--- config.mk ---
export PLATFORM = sky130hd
export DESIGN_NAME = varint_seq
export DESIGN_NICKNAME = d
export VERILOG_FILES = /design/src/rtl/varint_seq.sv
export SDC_FILE = /design/constraint.sdc
export NUM_CORES = 1
export LEC_CHECK = 0
export BUFFER_PORTS_ARGS = -buffer_cell sky130_fd_sc_hd__buf_4
export CORE_MARGIN = 2
export CORE_UTILIZATION = 57
export DETAILED_ROUTE_END_ITERATION = 8
export PLACE_DENSITY = 0.8
export SYNTH_ARGS = -nofsm -noshare
export SYNTH_HDL_FRONTEND = slang
export SYNTH_SLANG_ARGS = --single-unit
--- constraint.sdc ---
create_clock -name clk -period 11.4 [get_ports clk]
set_clock_uncertainty 0.1 [all_clocks]
set_input_delay 1.14 -clock clk [delete_from_list [all_inputs] [get_ports clk]]
set_output_delay 1.14 -clock clk [all_outputs]
set_load 0.005 [all_outputs]
--- src/rtl/varint_seq.sv ---
// Feeds queued (value, type) descriptors to one varint encoder, packing results contiguously.
// Optional RUN watchdog is compiled in with `define VARINT_SEQ_TIMEOUT_EN.
module varint_seq #(
   parameter int DEPTH          = 4,
   parameter int TIMEOUT_CYCLES = 64
) (
   input  logic                     clk,
   input  logic                     reset,
   input  logic                     push,
   input  logic [63:0]              push_value,
   input  logic [4:0]               push_type,
   output logic                     full,
   output logic [$clog2(DEPTH):0]   count,
   input  logic                     start,
   input  logic [63:0]              base_addr,
   output logic                     busy,
   output logic                     done,
   output logic [63:0]              next_addr,
   output logic [15:0]              total_bytes,
   output logic                     overflow,
   output logic                     error,
   output logic                     enc_reset,
   output logic                     enc_en,
   output logic [63:0]              enc_value,
   output logic [4:0]               enc_type,
   output logic [63:0]              enc_dst_addr,
   input  logic                     enc_done,
   input  logic [3:0]               enc_bytes
);
   localparam int AW = $clog2(DEPTH);

   typedef enum logic [2:0] {IDLE, CLR, RUN, ADV, FIN} state_t;

   state_t        state;
   logic [63:0]   mem_value [DEPTH];
   logic [4:0]    mem_type  [DEPTH];
   logic [AW-1:0] rd_ptr;
   logic [AW-1:0] wr_ptr;
   logic [AW:0]   cnt;
   logic [3:0]    cap;
   logic [63:0]   cur_addr;

   logic          pop;
   logic          flush;
   logic          push_ok;
   logic          drop;
   logic          more;
   logic          timeout;
   logic [16:0]   sum;
   logic [63:0]   adv_addr;

   assign full  = (cnt == (AW+1)'(DEPTH));
   assign count = cnt;

`ifdef VARINT_SEQ_TIMEOUT_EN
   localparam int TW = $clog2(TIMEOUT_CYCLES + 1);
   logic [TW-1:0] timer;

   assign timeout = (state == RUN) && !enc_done &&
                    (timer == TW'(TIMEOUT_CYCLES - 1));

   always_ff @(posedge clk or posedge reset) begin
      if (reset) begin
         timer <= '0;
         error <= 1'b0;
      end else begin
         if (state == CLR)
            timer <= '0;
         else if (state == RUN)
            timer <= timer + TW'(1);
         if (timeout)
            error <= 1'b1;
      end
   end
`else
   assign timeout = 1'b0;
   assign error   = 1'b0;
`endif

   always_comb begin
      pop      = (state == ADV);
      flush    = timeout;
      push_ok  = push && !flush && (!full || pop);
      drop     = push && full && !pop;
      // in ADV the popped head is the last entry unless a push lands now
      more     = (cnt != (AW+1)'(1)) || push_ok;
      sum      = {1'b0, total_bytes} + {13'b0, cap};
      adv_addr = cur_addr + {60'b0, cap};
   end

   always_ff @(posedge clk) begin
      if (push_ok) begin
         mem_value[wr_ptr] <= push_value;
         mem_type[wr_ptr]  <= push_type;
      end
   end

   always_ff @(posedge clk or posedge reset) begin
      if (reset) begin
         rd_ptr   <= '0;
         wr_ptr   <= '0;
         cnt      <= '0;
         overflow <= 1'b0;
      end else begin
         if (flush) begin
            rd_ptr <= wr_ptr;
            cnt    <= '0;
         end else begin
            if (push_ok)
               wr_ptr <= wr_ptr + AW'(1);
            if (pop)
               rd_ptr <= rd_ptr + AW'(1);
            cnt <= cnt + (AW+1)'(push_ok) - (AW+1)'(pop);
         end
         if (drop)
            overflow <= 1'b1;
      end
   end

   always_ff @(posedge clk or posedge reset) begin
      if (reset) begin
         state        <= IDLE;
         busy         <= 1'b0;
         done         <= 1'b0;
         next_addr    <= '0;
         total_bytes  <= '0;
         cur_addr     <= '0;
         cap          <= '0;
         enc_reset    <= 1'b1;
         enc_en       <= 1'b0;
         enc_value    <= '0;
         enc_type     <= '0;
         enc_dst_addr <= '0;
      end else begin
         done <= 1'b0;
         unique case (state)
            IDLE: begin
               if (start) begin
                  cur_addr    <= base_addr;
                  total_bytes <= '0;
                  if (cnt != '0) begin
                     busy  <= 1'b1;
                     state <= CLR;
                  end else begin
                     done      <= 1'b1;
                     next_addr <= base_addr;
                     state     <= FIN;
                  end
               end
            end
            CLR: begin
               enc_reset    <= 1'b0;
               enc_en       <= 1'b1;
               enc_value    <= mem_value[rd_ptr];
               enc_type     <= mem_type[rd_ptr];
               enc_dst_addr <= cur_addr;
               state        <= RUN;
            end
            RUN: begin
               if (timeout) begin
                  enc_en    <= 1'b0;
                  enc_reset <= 1'b1;
                  busy      <= 1'b0;
                  done      <= 1'b1;
                  next_addr <= cur_addr;
                  state     <= FIN;
               end else if (enc_done) begin
                  cap       <= enc_bytes;
                  enc_en    <= 1'b0;
                  enc_reset <= 1'b1;
                  state     <= ADV;
               end
            end
            ADV: begin
               cur_addr    <= adv_addr;
               total_bytes <= sum[16] ? 16'hFFFF : sum[15:0];
               if (more) begin
                  state <= CLR;
               end else begin
                  busy      <= 1'b0;
                  done      <= 1'b1;
                  next_addr <= adv_addr;
                  state     <= FIN;
               end
            end
            FIN:     state <= IDLE;
            default: state <= IDLE;
         endcase
      end
   end
endmodule

## After elaboration in Yosys (flattened, before gate mapping)

Memory sizes are Yosys's and may differ from the RTL's. A register that Yosys moved wholly into a read port is not among the register bits.
Index checks and enable logic that the tools add are counted.

| storage, ports and cells | value |
|---|---|
| register bits after elaboration | 227 |
| RAM bits | 276 |
| output and inout port bits | 223 |
| memories kept | 2 |

| cells by class | value |
|---|---|
| add/subtract/negate cells | 6 |
| equal/unequal tests | 10 |
| multiplexer cells | 28 |
| reductions and logical operators | 17 |

Memories:

| name | depth | bits a word | rd ports | clocked after Yosys merged registers in | write ports | line | source |
|---|---|---|---|---|---|---|---|
| mem_value | 4 | 64 | 1 | 1 | 1 | 35 | `logic [63:0] mem_value [DEPTH];` |
| mem_type | 4 | 5 | 1 | 1 | 1 | 36 | `logic [4:0] mem_type [DEPTH];` |

Operators with widths:

| operator | number |
|---|---|
| $mux W64 | 4 |
| $pmux W64 S2 | 2 |
| $add A64 B4 Y64 | 1 |
| $mux W16 | 2 |
| $pmux W16 S2 | 1 |
| $add A16 B4 Y17 | 1 |
| $mux W3 | 4 |
| $pmux W3 S4 | 1 |
| $mux W1 | 10 |
| $ne A2 B2 Y1 const B | 5 |
| $pmux W1 S2 | 4 |
| $reduce_and A2 Y1 | 4 |
| $reduce_and A4 Y1 | 2 |
| $eq A3 B2 Y1 const B | 2 |
| $add A2 B1 Y2 const B | 2 |
| $reduce_bool A2 Y1 | 2 |
| $add A3 B1 Y3 | 1 |
| $eq A3 B1 Y1 const B | 1 |
| $eq A3 B3 Y1 const B | 1 |
| $logic_and A1 B1 Y1 | 3 |
| $logic_not A3 Y1 | 1 |
| $ne A3 B1 Y1 const B | 1 |
| $reduce_bool A3 Y1 | 1 |
| $sub A3 B1 Y3 | 1 |
| 2 further kinds | 4 |

## Longest topological paths before layout

Gate-level depths: netlist of run 1.

| logic depth | value |
|---|---|
| depth after elaboration | 7 |
| mapped depth | 12 |
| depth with buffers taken out | 10 |

## Worst setup path before layout of run 1

OpenSTA, ideal clock, no wires.

| timing | value |
|---|---|
| path kind | in2reg |
| start point | input push |
| end point | memory mem_type[0][0], enable pin |
| library setup time | 435 ps |
| arrival time | 2797 ps |
| data required time | 10865 ps |
| path slack | 8068 ps |
| cell stages on the path | 1 |
| cells stage by stage | and3_1 |

| between the ends | value |
|---|---|
| longest elaborated chain between the ends | 3 |

Ends and longest elaborated chain:

| element | line | source |
|---|---|---|
| start: declaration | 9 | `input logic push,` |
| $logic_and A1 B1 Y1 | 83 | `push_ok = push && !flush && (!full \|\| pop);` |
| $mux W1 | 92 | `if (push_ok) begin` |
| $mux W1 (implied by the code) | 94 | `mem_type[wr_ptr] <= push_type;` |
| end: declaration | 36 |  |

Every way passes these cells.

## Final worst setup path of run 1

| timing | value |
|---|---|
| start point | input start |
| end point | register next_addr[63] |

| between the ends | value |
|---|---|
| longest elaborated chain between the ends | 2 |

Ends and longest elaborated chain:

| element | line | source |
|---|---|---|
| start: declaration | 14 | `input logic start,` |
| $ne A2 B2 Y1 (no line) | - |  |
| $reduce_and A4 Y1 (no line) | - |  |
| end signal: assignment | 146 | `next_addr <= base_addr;` |
| end signal: assignment | 165 | `next_addr <= cur_addr;` |
| end signal: assignment | 182 | `next_addr <= adv_addr;` |
| end: declaration | 18 | `output logic [63:0] next_addr,` |

Every way passes these cells.
A chain may end at the register's enable or synchronous reset.

==> results by group, run 1 <==
Yosys
  – Synth Register Bits: 572
  – Number of synthesized flops with an enable pin: 276
  – Post-synthesis cell area: 0.02438 sq mm
  – Most instantiated flip-flop cell in the synthesis netlist: sky130_fd_sc_hd__dfrtp_1
  – Average instance area after synthesis: 12.09 sq um
  – Portion of the post-synthesis area used by sequential elements: 64.38%
  – Post-Syn Instances: 2017
  – Async S/R FF share, synth: 51.75%
  – Number of warnings reported in the yosys synthesis log: 0
  – Syn Nets: 2176
  – Number of different library cells in the post-synthesis netlist: 73

Clock tree
  – Sinks on Clock Net: 572
  – Htree depth: 2
  – Skew-Pair Late Insertion Delay: 0.64 ns
  – Clock-pin slew on the worst setup and hold paths: 0.06 ns
  – Hold-fix buffers, CTS: 0
  – Buffer count from post-CTS setup fixing: 0
  – Root buf cell: sky130_fd_sc_hd__clkbuf_16
  – Number of buffers inserted during clock tree synthesis: 57
  – Max clock buf depth: 3
  – Resized Gates After CTS: 0
  – CTS tree: done

Drt
  – Routed wire per std cell: 21.95 um
  – Total length of routed wires: 63750 um
  – # DRC: 0
  – Starting DRC count in detailed routing: 1783
  – Total number of vias: 17550
  – Number of iterations in the first detailed-routing pass: 5
  – Number of nets still failing antenna checks after routing: 0
  – Via-to-Cell Ratio: 6.041

STA
  – Worst rel slew slack: 22.75%
  – Number of setup violations in the final report: 0
  – Setup repair after global routing missed its margin: no
  – Hold_ws: 0.3764 ns
  – Period utilization: 36.68%
  – Final Hold Violating Endpoints: 0
  – Period minus WS final: 4.182 ns
  – Maximum operating frequency: 239.1 MHz
  – Max Slew Vio Count: 0
  – Total Neg Setup Slack: 0 ns
  – Actual transition at the worst max-transition pin: 1.156 ns

Layout
  – Signed area change from the synthesized netlist to the final layout: 20.82%
  – Number of inserted filler cells in the final layout: 2849
  – Post-route non-filler standard cell count: 2905
  – Finished layout cell area: 0.02946 sq mm
  – Utilization after layout: 70.07%
  – Share of final-layout standard cells stronger than drive strength 1: 24.49%
  – Final-stage net count: 2476

Global route
  – Met3 track demand over resource in global routing: 7.122%
  – Met1 layer usage reported by global route: 38.34%
  – Via count of the first global-routing pass: 17620
  – Global-route wire length before repair: 99300 um
  – Overflow left after global routing: 0
  – Grt met2 use: 46.90%
  – Antenna violations before repair: 3
  – Pin count of the biggest net entering global routing: 92
  – Total track usage: 28.99%
  – GR peak layer: met2

Placed design
  – GP Congestion: 0.9120
  – Estimated wirelength of the detail-placed design: 39700 um
  – Port bufs: 363
  – Cell Count Post-Placement: 2797
  – Total cell area at the placement stage: 0.02742 sq mm

Die
  – Top-level port count: 365
  – Die H: 210.8 um
  – Starting utilization of the core area: 57.99%
  – Std-Cell Core Area: 0.04204 sq mm
  – Width of the die: 210.8 um
  – Number of cell rows: 75
  – Die outline area: 0.04444 sq mm

Pwr
  – Leakage Power: 0.01245 uW
  – Worst ir drop on vdd: 0.0002219 V
  – Power Internal: 5323 uW
  – Power Density: 277.6 mW/mm^2
  – Share of power burned in the clock network: 24.4%
  – Power share of the sequential group: 42.0%
  – Combinational share of power: 33.6%
  – Switching portion of total power: 34.90%
  – Switching power total: 2854 uW

Setup path
  – CP peak stage delay: 0.90 ns
  – Highest fanout seen on the critical path: 86
  – Slowest library cell on the worst path: sky130_fd_sc_hd__or3_4
  – WP data arrival: 4.59 ns
  – List of cells traversed by the critical path: buf_4, or3b_1, a21o_2, buf_4, or3_4, inv_2, and3_1, a311oi_1, o31ai_1
  – Required time of the critical path: 11.80 ns
  – Crit start category: primary input
  – Crit path capture type: register
  – Start-to-end type of the worst setup path: in2reg
  – Most frequent cell on the critical path: sky130_fd_sc_hd__buf_4

Job
  – Max-cap viol count: 0

Outcome
  – Run status: finished clean

Min path
  – Kind of path behind the tightest hold check: reg2reg
[worst max-delay path, delay by kind of cell]
kind | cells | cell delay, ns
buf+inv | 3 | 1.39
simple gates | 3 | 1.50
compound gates | 3 | 0.46
[routing by layer]
metal	vias up	part of all wire, %	routed length [um]
met5	-	0.016	10
met4	2	3.2	2056
met3	126	9.3	5944
met2	844	49	31180
met1	8739	39	24560
li1	7837	-	-
[Yosys cell counts, types with 5 or more instances]
| cell | instances | area, sq um |
|---|---|---|
| sky130_fd_sc_hd__dfrtp_1 | 295 | 7382 |
| sky130_fd_sc_hd__a21o_1 | 23 | 172.7 |
| sky130_fd_sc_hd__mux4_2 | 69 | 1554 |
| sky130_fd_sc_hd__nor3_1 | 20 | 100.1 |
| sky130_fd_sc_hd__o22ai_1 | 7 | 43.79 |
| sky130_fd_sc_hd__ha_1 | 14 | 175.2 |
| sky130_fd_sc_hd__mux2_2 | 6 | 67.56 |
| sky130_fd_sc_hd__o211ai_1 | 27 | 202.7 |
| sky130_fd_sc_hd__and2_1 | 5 | 31.28 |
| sky130_fd_sc_hd__and3_1 | 26 | 162.7 |
| sky130_fd_sc_hd__nand3_1 | 53 | 265.3 |
| sky130_fd_sc_hd__edfxtp_1 | 276 | 8288 |
| sky130_fd_sc_hd__a221o_1 | 8 | 80.08 |
| sky130_fd_sc_hd__o31a_1 | 6 | 52.55 |
| sky130_fd_sc_hd__a21oi_1 | 67 | 335.3 |
| sky130_fd_sc_hd__nand2_1 | 504 | 1892 |
| sky130_fd_sc_hd__nor2_1 | 86 | 322.8 |
| sky130_fd_sc_hd__inv_1 | 28 | 105.1 |
| sky130_fd_sc_hd__o31ai_1 | 15 | 112.6 |
| sky130_fd_sc_hd__nor2b_1 | 5 | 31.28 |
| sky130_fd_sc_hd__o22a_1 | 12 | 105.1 |
| sky130_fd_sc_hd__or3_1 | 14 | 87.58 |
| sky130_fd_sc_hd__o21ai_0 | 104 | 520.5 |
| sky130_fd_sc_hd__a22o_1 | 10 | 87.58 |
| sky130_fd_sc_hd__buf_2 | 12 | 60.06 |
| sky130_fd_sc_hd__xnor2_1 | 44 | 385.4 |
| sky130_fd_sc_hd__a31oi_1 | 12 | 75.07 |
| sky130_fd_sc_hd__nand4_1 | 29 | 181.4 |
| sky130_fd_sc_hd__xor2_1 | 18 | 157.7 |
| sky130_fd_sc_hd__nor4_1 | 17 | 106.4 |
| sky130_fd_sc_hd__buf_4 | 5 | 37.54 |
| sky130_fd_sc_hd__clkbuf_1 | 105 | 394.1 |
| sky130_fd_sc_hd__buf_1 | 18 | 67.56 |
[worst paths after layout]
path | startpoint | cells past startpoint | to | slack, ns
max | start | 9 | next_addr[63] | 7.22
min | enc_value[8] | 2 | enc_value[8] | 0.38
min reg2reg | enc_value[8] | 2 | enc_value[8] | 0.38
max in group asynchronous | reset | 3 | rd_ptr[0] | 9.24
min in group asynchronous | reset | 2 | enc_value[51] | 0.46
max reg2reg | state[0] | 8 | next_addr[63] | 7.30
[metrics by stage]
stage | setup WS [ns] | power [uW]
CTS | 7.300 | 8221
global route | 7.054 | 8639
finish | 7.218 | 8177
global placement | 6.729 | 6066
floorplan | 1.986 | 4999
detailed placement | 6.645 | 6193
[placed cells by master (no fill, tap or decap), drive strengths merged, types with 18 or more instances in the layout]
cell,count
nand4,30
inv,30
nor4,19
o21ai,104
mux4,69
edfxtp,276
nor2,86
o211ai,27
a21oi,67
nand2,505
dfrtp,295
nand3,53
nor3,21
a21o,23
xor2,18
buf,381
xnor2,44
clkbuf,79
and3,26
[kinds of logic (layout without fill, tap and decap cells)]
group	count (synthesis)	count (layout)	share of synthesized area (%)
AO/OA/AOI/OAI	328	328	8.622
XOR/XNOR	62	62	2.227
AND/OR/NAND/NOR	789	789	14.24
flip-flops	572	572	64.38
adder cells (fa/ha/maj)	17	17	0.9648
multiplexers	79	79	6.815
buffers and inverters	169	516	2.740
other	1	3	0.01538
[power groups by stage]
| stage | combinational [uW] | clock, uW | sequential, uW |
|---|---|---|---|
| 4_1_cts | 2770 | 2020 | 3430 |
| 3_5_place_dp | 2740 | 0 | 3450 |
| 5_1_grt | 3020 | 2100 | 3520 |
| 3_3_place_gp | 2650 | 0 | 3420 |
| 6_report | 2740 | 2000 | 3440 |
| 2_1_floorplan | 1770 | 0 | 3230 |
[cell type report]
type,instances,area (sq um),area share [%]
diodes,2,5.005,0.01699
clock buffers,79,1642,5.573
clock inverters,27,391.6,1.329
inverters,29,116.4,0.3950
multi-input cells,1276,8066,27.38
flip-flops and latches,572,15700,53.30
well taps,539,674.4,2.289
repair buffers,381,2860,9.710
[state kept, by name (all words and copies together) (netlist names)]
| register | count |
|---|---|
| count | 3 |
| total_bytes | 16 |
| enc_value | 64 |
| mem_type | 20 |
| enc_reset | 1 |
| enc_en | 1 |
| enc_type | 5 |
| overflow | 1 |
| enc_dst_addr | 64 |
| cap | 4 |
| next_addr | 64 |
| wr_ptr | 2 |
| busy | 1 |
| mem_value | 256 |
| cur_addr | 64 |
| state | 3 |
| rd_ptr | 2 |
| done | 1 |
Power figures use the tool's default switching activity.
==> run 2: changes to the inputs <==
clock period = 3.95 ns   (was 11.4 ns; I/O delays follow)
==> results by group, run 2 (same netlist as run 1, synthesis figures left out) <==
Drt
  – Routed met1 length: 26960 um
  – Number of nets still failing antenna checks after routing: 0
  – Routed wire per std cell: 22.66 um
  – Top routing layer in use: met4
  – Amount of wire on met2 after detailed routing: 33950 um
  – Via-to-Cell Ratio: 6.020
  – DR WL met3: 5365 um
  – # DRC: 0
  – Total number of vias: 18290
  – Starting DRC count in detailed routing: 1828
  – Number of iterations in the first detailed-routing pass: 7
  – Total length of routed wires: 68830 um

Layout
  – Post-route non-filler standard cell count: 3038
  – Area occupied by multi-input gates: 0.008066 sq mm
  – Signed area change from the synthesized netlist to the final layout: 25.87%
  – Storage element area: 0.01570 sq mm
  – Share of final-layout standard cells stronger than drive strength 1: 23.49%
  – Number of inserted filler cells in the final layout: 2721
  – Final-stage net count: 2606
  – Utilization after layout: 73.00%
  – Most used cells in the layout excluding fill and tap cells: sky130_fd_sc_hd__nand2_1, sky130_fd_sc_hd__buf_4, sky130_fd_sc_hd__dfrtp_1, sky130_fd_sc_hd__edfxtp_1, sky130_fd_sc_hd__dlygate4sd3_1
  – Most frequent standard cell in the layout excluding fill and tap cells: sky130_fd_sc_hd__nand2_1
  – Number of flip-flops in the largest register: 256
  – Register bank with the most flops: mem_value

Global route
  – Overflow left after global routing: 0
  – Total track usage: 31.28%
  – Global-route wire length before repair: 106700 um
  – Via count of the first global-routing pass: 18660
  – Antenna violations before repair: 4
  – Pin count of the biggest net entering global routing: 161

Pwr
  – Share of power burned in the clock network: 22.9%
  – Worst ir drop on vdd: 0.0005947 V
  – Leakage Power: 0.01295 uW
  – Power Internal: 15130 uW
  – Power share of the sequential group: 42.5%
  – Power Density: 770.6 mW/mm^2
  – Switching power total: 8523 uW
  – Combinational share of power: 34.6%
  – Switching portion of total power: 36.04%

STA
  – Hold_ws: 0.02357 ns
  – Period utilization: 80.48%
  – Setup repair after global routing missed its margin: no
  – Worst rel slew slack: 23.66%
  – Total Neg Setup Slack: 0 ns
  – Maximum operating frequency: 314.6 MHz
  – Actual transition at the worst max-transition pin: 1.145 ns
  – Number of setup violations in the final report: 0
  – Max Slew Vio Count: 0
  – Period minus WS final: 3.179 ns
  – Final Hold Violating Endpoints: 0

Clock tree
  – Skew-Pair Late Insertion Delay: 0.63 ns
  – Resized Gates After CTS: 0
  – Number of buffers inserted during clock tree synthesis: 57
  – Max clock buf depth: 3
  – Htree depth: 2
  – Root buf cell: sky130_fd_sc_hd__clkbuf_16
  – Sinks on Clock Net: 572
  – Buffer count from post-CTS setup fixing: 0
  – Clock-pin slew on the worst setup and hold paths: 0.06 ns
  – CTS tree: done

Die
  – Die outline area: 0.04444 sq mm
  – Number of cell rows: 75
  – Width of the die: 210.8 um
  – Top-level port count: 365
  – Std-Cell Core Area: 0.04204 sq mm
  – Starting utilization of the core area: 57.99%
  – Die H: 210.8 um

Setup path
  – Crit start category: register
  – Highest fanout seen on the critical path: 11
  – WP data arrival: 3.58 ns
  – Required time of the critical path: 4.35 ns
  – Crit path capture type: register
  – Start-to-end type of the worst setup path: reg2reg

Min path
  – Kind of path behind the tightest hold check: in2reg

Placed design
  – Cell Count Post-Placement: 2804
  – Port bufs: 363
  – Estimated wirelength of the detail-placed design: 41980 um
  – GP Congestion: 0.8850

Job
  – Max-cap viol count: 0

Outcome
  – Run status: finished clean
run 2: repair_timing:
item,4_1_cts,5_1_grt
hold endpoints to repair,488,0
hold buffers,123,0
endpoints found under the setup margin,0,0
run 2: final timing paths:
check | startpoint | end | slack [ns] | cells past startpoint
max | cap[0] | cur_addr[34] | 0.77 | 8
min reg2reg | enc_type[2] | enc_type[2] | 0.38 | 2
max reg2reg | cap[0] | cur_addr[34] | 0.77 | 8
min | base_addr[57] | cur_addr[57] | 0.02 | 3
min in group asynchronous | reset | enc_dst_addr[34] | 0.44 | 4
max in group asynchronous | reset | cur_addr[16] | 2.47 | 4
run 2: area by class of cell:
class                           count  area share, %
Clock buffer                       77          5.320
Antenna cell                        4        0.03262
Timing Repair Buffer              511          13.79
Multi-Input combinational cell   1276          26.28
Inverter                           29         0.3710
Sequential cell                   572          51.16
Tap cell                          539          2.197
Clock inverter                     30         0.8439
run 2: stage by stage:
step	setup slack, ns	cell area, sq um	power, uW
after floorplan	-0.4753	24380	14430
after global placement	0.9133	27560	17680
after detailed placement	0.8175	27560	18050
after CTS	0.8162	30680	23590
after global routing	0.4932	30690	24900
final	0.7712	30690	23650
run 2: metal layers:
metal,vias to the layer above,track usage [%]
met5,-,0
met4,0,12.72
met3,151,5.917
met2,856,51.71
met1,9183,41.26
li1,8098,-
run 2: critical path: stages, from the launching register on:
cell and delay [ns]:
sky130_fd_sc_hd__dfrtp_1 0.37, sky130_fd_sc_hd__ha_1 0.20, sky130_fd_sc_hd__fa_1 0.26, sky130_fd_sc_hd__a211oi_1 0.16, sky130_fd_sc_hd__nor3_2 0.58, sky130_fd_sc_hd__nand4_1 0.62
sky130_fd_sc_hd__nor2_1 0.34, sky130_fd_sc_hd__o21ai_0 0.12, sky130_fd_sc_hd__a221o_1 0.33
run 2: power groups by stage:
stage               Clock [uW]  Sequential [uW]  Combinational [uW]
finish                    5410            10100                8180
global route              5680            10300                8970
CTS                       5450             9990                8160
detailed placement           0            10100                7990
global placement             0             9950                7730
floorplan                    0             9320                5110
==> run 3: changes to the inputs <==
clock period = 3 ns   (was 3.95 ns; I/O delays follow)
==> results by group, run 3 (same netlist as run 1, synthesis figures left out) <==
STA
  – Number of setup violations in the final report: 0
  – Hold_ws: 0.07447 ns
  – Period minus WS final: 2.780 ns
  – Final Hold Violating Endpoints: 0
  – Maximum operating frequency: 359.7 MHz
  – Actual transition at the worst max-transition pin: 0.8825 ns
  – Period utilization: 92.66%
  – Max Slew Vio Count: 0
  – Setup repair after global routing missed its margin: no
  – Worst rel slew slack: 41.17%

Layout
  – Final-stage net count: 2647
  – Number of inserted filler cells in the final layout: 2575
  – Number of flip-flops in the largest register: 256
  – Most frequent standard cell in the layout excluding fill and tap cells: sky130_fd_sc_hd__nand2_1
  – Area occupied by multi-input gates: 0.008063 sq mm
  – Finished layout cell area: 0.03130 sq mm
  – Most used cells in the layout excluding fill and tap cells: sky130_fd_sc_hd__nand2_1, sky130_fd_sc_hd__buf_4, sky130_fd_sc_hd__dfrtp_1, sky130_fd_sc_hd__edfxtp_1, sky130_fd_sc_hd__dlygate4sd3_1
  – Register bank with the most flops: mem_value
  – Share of final-layout standard cells stronger than drive strength 1: 24.10%
  – Signed area change from the synthesized netlist to the final layout: 28.39%
  – Storage element area: 0.01570 sq mm
  – Utilization after layout: 74.46%

Setup path
  – WP data arrival: 3.18 ns
  – Start-to-end type of the worst setup path: reg2reg
  – Required time of the critical path: 3.40 ns
  – Slowest library cell on the worst path: sky130_fd_sc_hd__or4_4
  – Crit path capture type: register
  – Crit start category: register
  – List of cells traversed by the critical path: ha_1, nand3_1, o22ai_2, nand2_4, or4_4, a21o_1, a221o_1
  – CP peak stage delay: 0.57 ns
  – Highest fanout seen on the critical path: 5

Die
  – Die outline area: 0.04444 sq mm
  – Starting utilization of the core area: 57.99%
  – Top-level port count: 365
  – Width of the die: 210.8 um
  – Die H: 210.8 um
  – Number of cell rows: 75
  – Std-Cell Core Area: 0.04204 sq mm

Global route
  – Via count of the first global-routing pass: 19190
  – Pin count of the biggest net entering global routing: 92
  – Antenna violations before repair: 7
  – Global-route wire length before repair: 111000 um
  – Total track usage: 32.58%
  – Overflow left after global routing: 0

Placed design
  – Estimated wirelength of the detail-placed design: 42410 um
  – GP Congestion: 0.9021
  – Total cell area at the placement stage: 0.02782 sq mm
  – Port bufs: 363

Clock tree
  – Htree depth: 2
  – Sinks on Clock Net: 572
  – CTS tree: done
  – Clock-pin slew on the worst setup and hold paths: 0.06 ns
  – Root buf cell: sky130_fd_sc_hd__clkbuf_16
  – Number of buffers inserted during clock tree synthesis: 56
  – Skew-Pair Late Insertion Delay: 0.62 ns
  – Max clock buf depth: 3
  – Buffer count from post-CTS setup fixing: 0

Drt
  – Number of iterations in the first detailed-routing pass: 5
  – Total length of routed wires: 71530 um
  – Routed met1 length: 27050 um
  – Top routing layer in use: met5
  – # DRC: 0
  – Amount of wire on met2 after detailed routing: 35490 um
  – DR WL met3: 6171 um
  – Total number of vias: 18650
  – Via-to-Cell Ratio: 6.050
  – Starting DRC count in detailed routing: 1868
  – Routed wire per std cell: 23.21 um
  – Number of nets still failing antenna checks after routing: 0

Pwr
  – Power Density: 1030 mW/mm^2
  – Leakage Power: 0.01325 uW
  – Worst ir drop on vdd: 0.0006528 V

Outcome
  – Run status: finished clean

Job
  – Max-cap viol count: 0

Min path
  – Kind of path behind the tightest hold check: in2reg
[run 3: cell types whose count changed in the layout (fill, tap and decap cells not counted), moves of 3 or more]
cell	delta
sky130_fd_sc_hd__buf_12	+6
sky130_fd_sc_hd__buf_4	+19
sky130_fd_sc_hd__bufinv_16	+10
sky130_fd_sc_hd__clkinv_1	-4
sky130_fd_sc_hd__clkinv_2	-3
sky130_fd_sc_hd__clkinvlp_4	-3
sky130_fd_sc_hd__diode_2	+4
sky130_fd_sc_hd__dlygate4sd3_1	+17
[run 3: metrics by stage]
stage	setup TNS, ns	setup slack, ns	cells	total power [uW]
floorplan	-392.71	-1.330	2017	18970
global route	0	0.1218	3080	33880
global placement	0	0.3241	2829	23490
CTS	0	0.2544	3074	32110
finish	0	0.2201	3082	32230
detailed placement	0	0.2851	2829	23970
[run 3: where the power goes]
part	internal [uW]	total (uW)	leakage, uW	switching, uW
clock	4730	7860	0.00100	3130
combinational	5190	11200	0.00605	6010
sequential	10900	13200	0.00620	2250
total	20800	32200	0.0133	11400
[run 3: worst paths after layout]
path,slack [ns],end,cells after the start,from
max,0.22,cur_addr[29],7,cap[3]
max reg2reg,0.22,cur_addr[29],7,cap[3]
max in group asynchronous,1.50,enc_value[29],4,reset
min in group asynchronous,0.26,enc_dst_addr[46],3,reset
min,0.07,cur_addr[10],4,base_addr[10]
min reg2reg,0.37,enc_value[40],2,enc_value[40]
[run 3: area by class of cell]
cell class              count  share of cell area [%]
flip-flops and latches    572                   50.17
multi-input cells        1276                   25.76
repair buffers            553                   14.90
clock buffers              76                   5.036
well taps                 539                   2.154
clock inverters            29                   1.559
inverters                  29                  0.3637
diodes                      8                 0.06395
[run 3: repair_timing]
item,4_1_cts,5_1_grt
hold buffers,140,0
hold endpoints to repair,418,0
resized for setup,0,0
[run 3: critical path, delay by kind of cell (launching register included)]
| kind | cells | cell delay [ns] |
|---|---|---|
| compound gates | 3 | 0.91 |
| fa+ha+maj | 1 | 0.39 |
| flops | 1 | 0.41 |
| simple gates | 3 | 0.86 |
[run 3: per-layer routing]
| metal | global-route usage, % | vias up |
|---|---|---|
| li1 | - | 8189 |
| met1 | 42.58 | 9278 |
| met2 | 53.82 | 1001 |
| met3 | 7.047 | 175 |
| met4 | 12.89 | 2 |
| met5 | 0 | - |
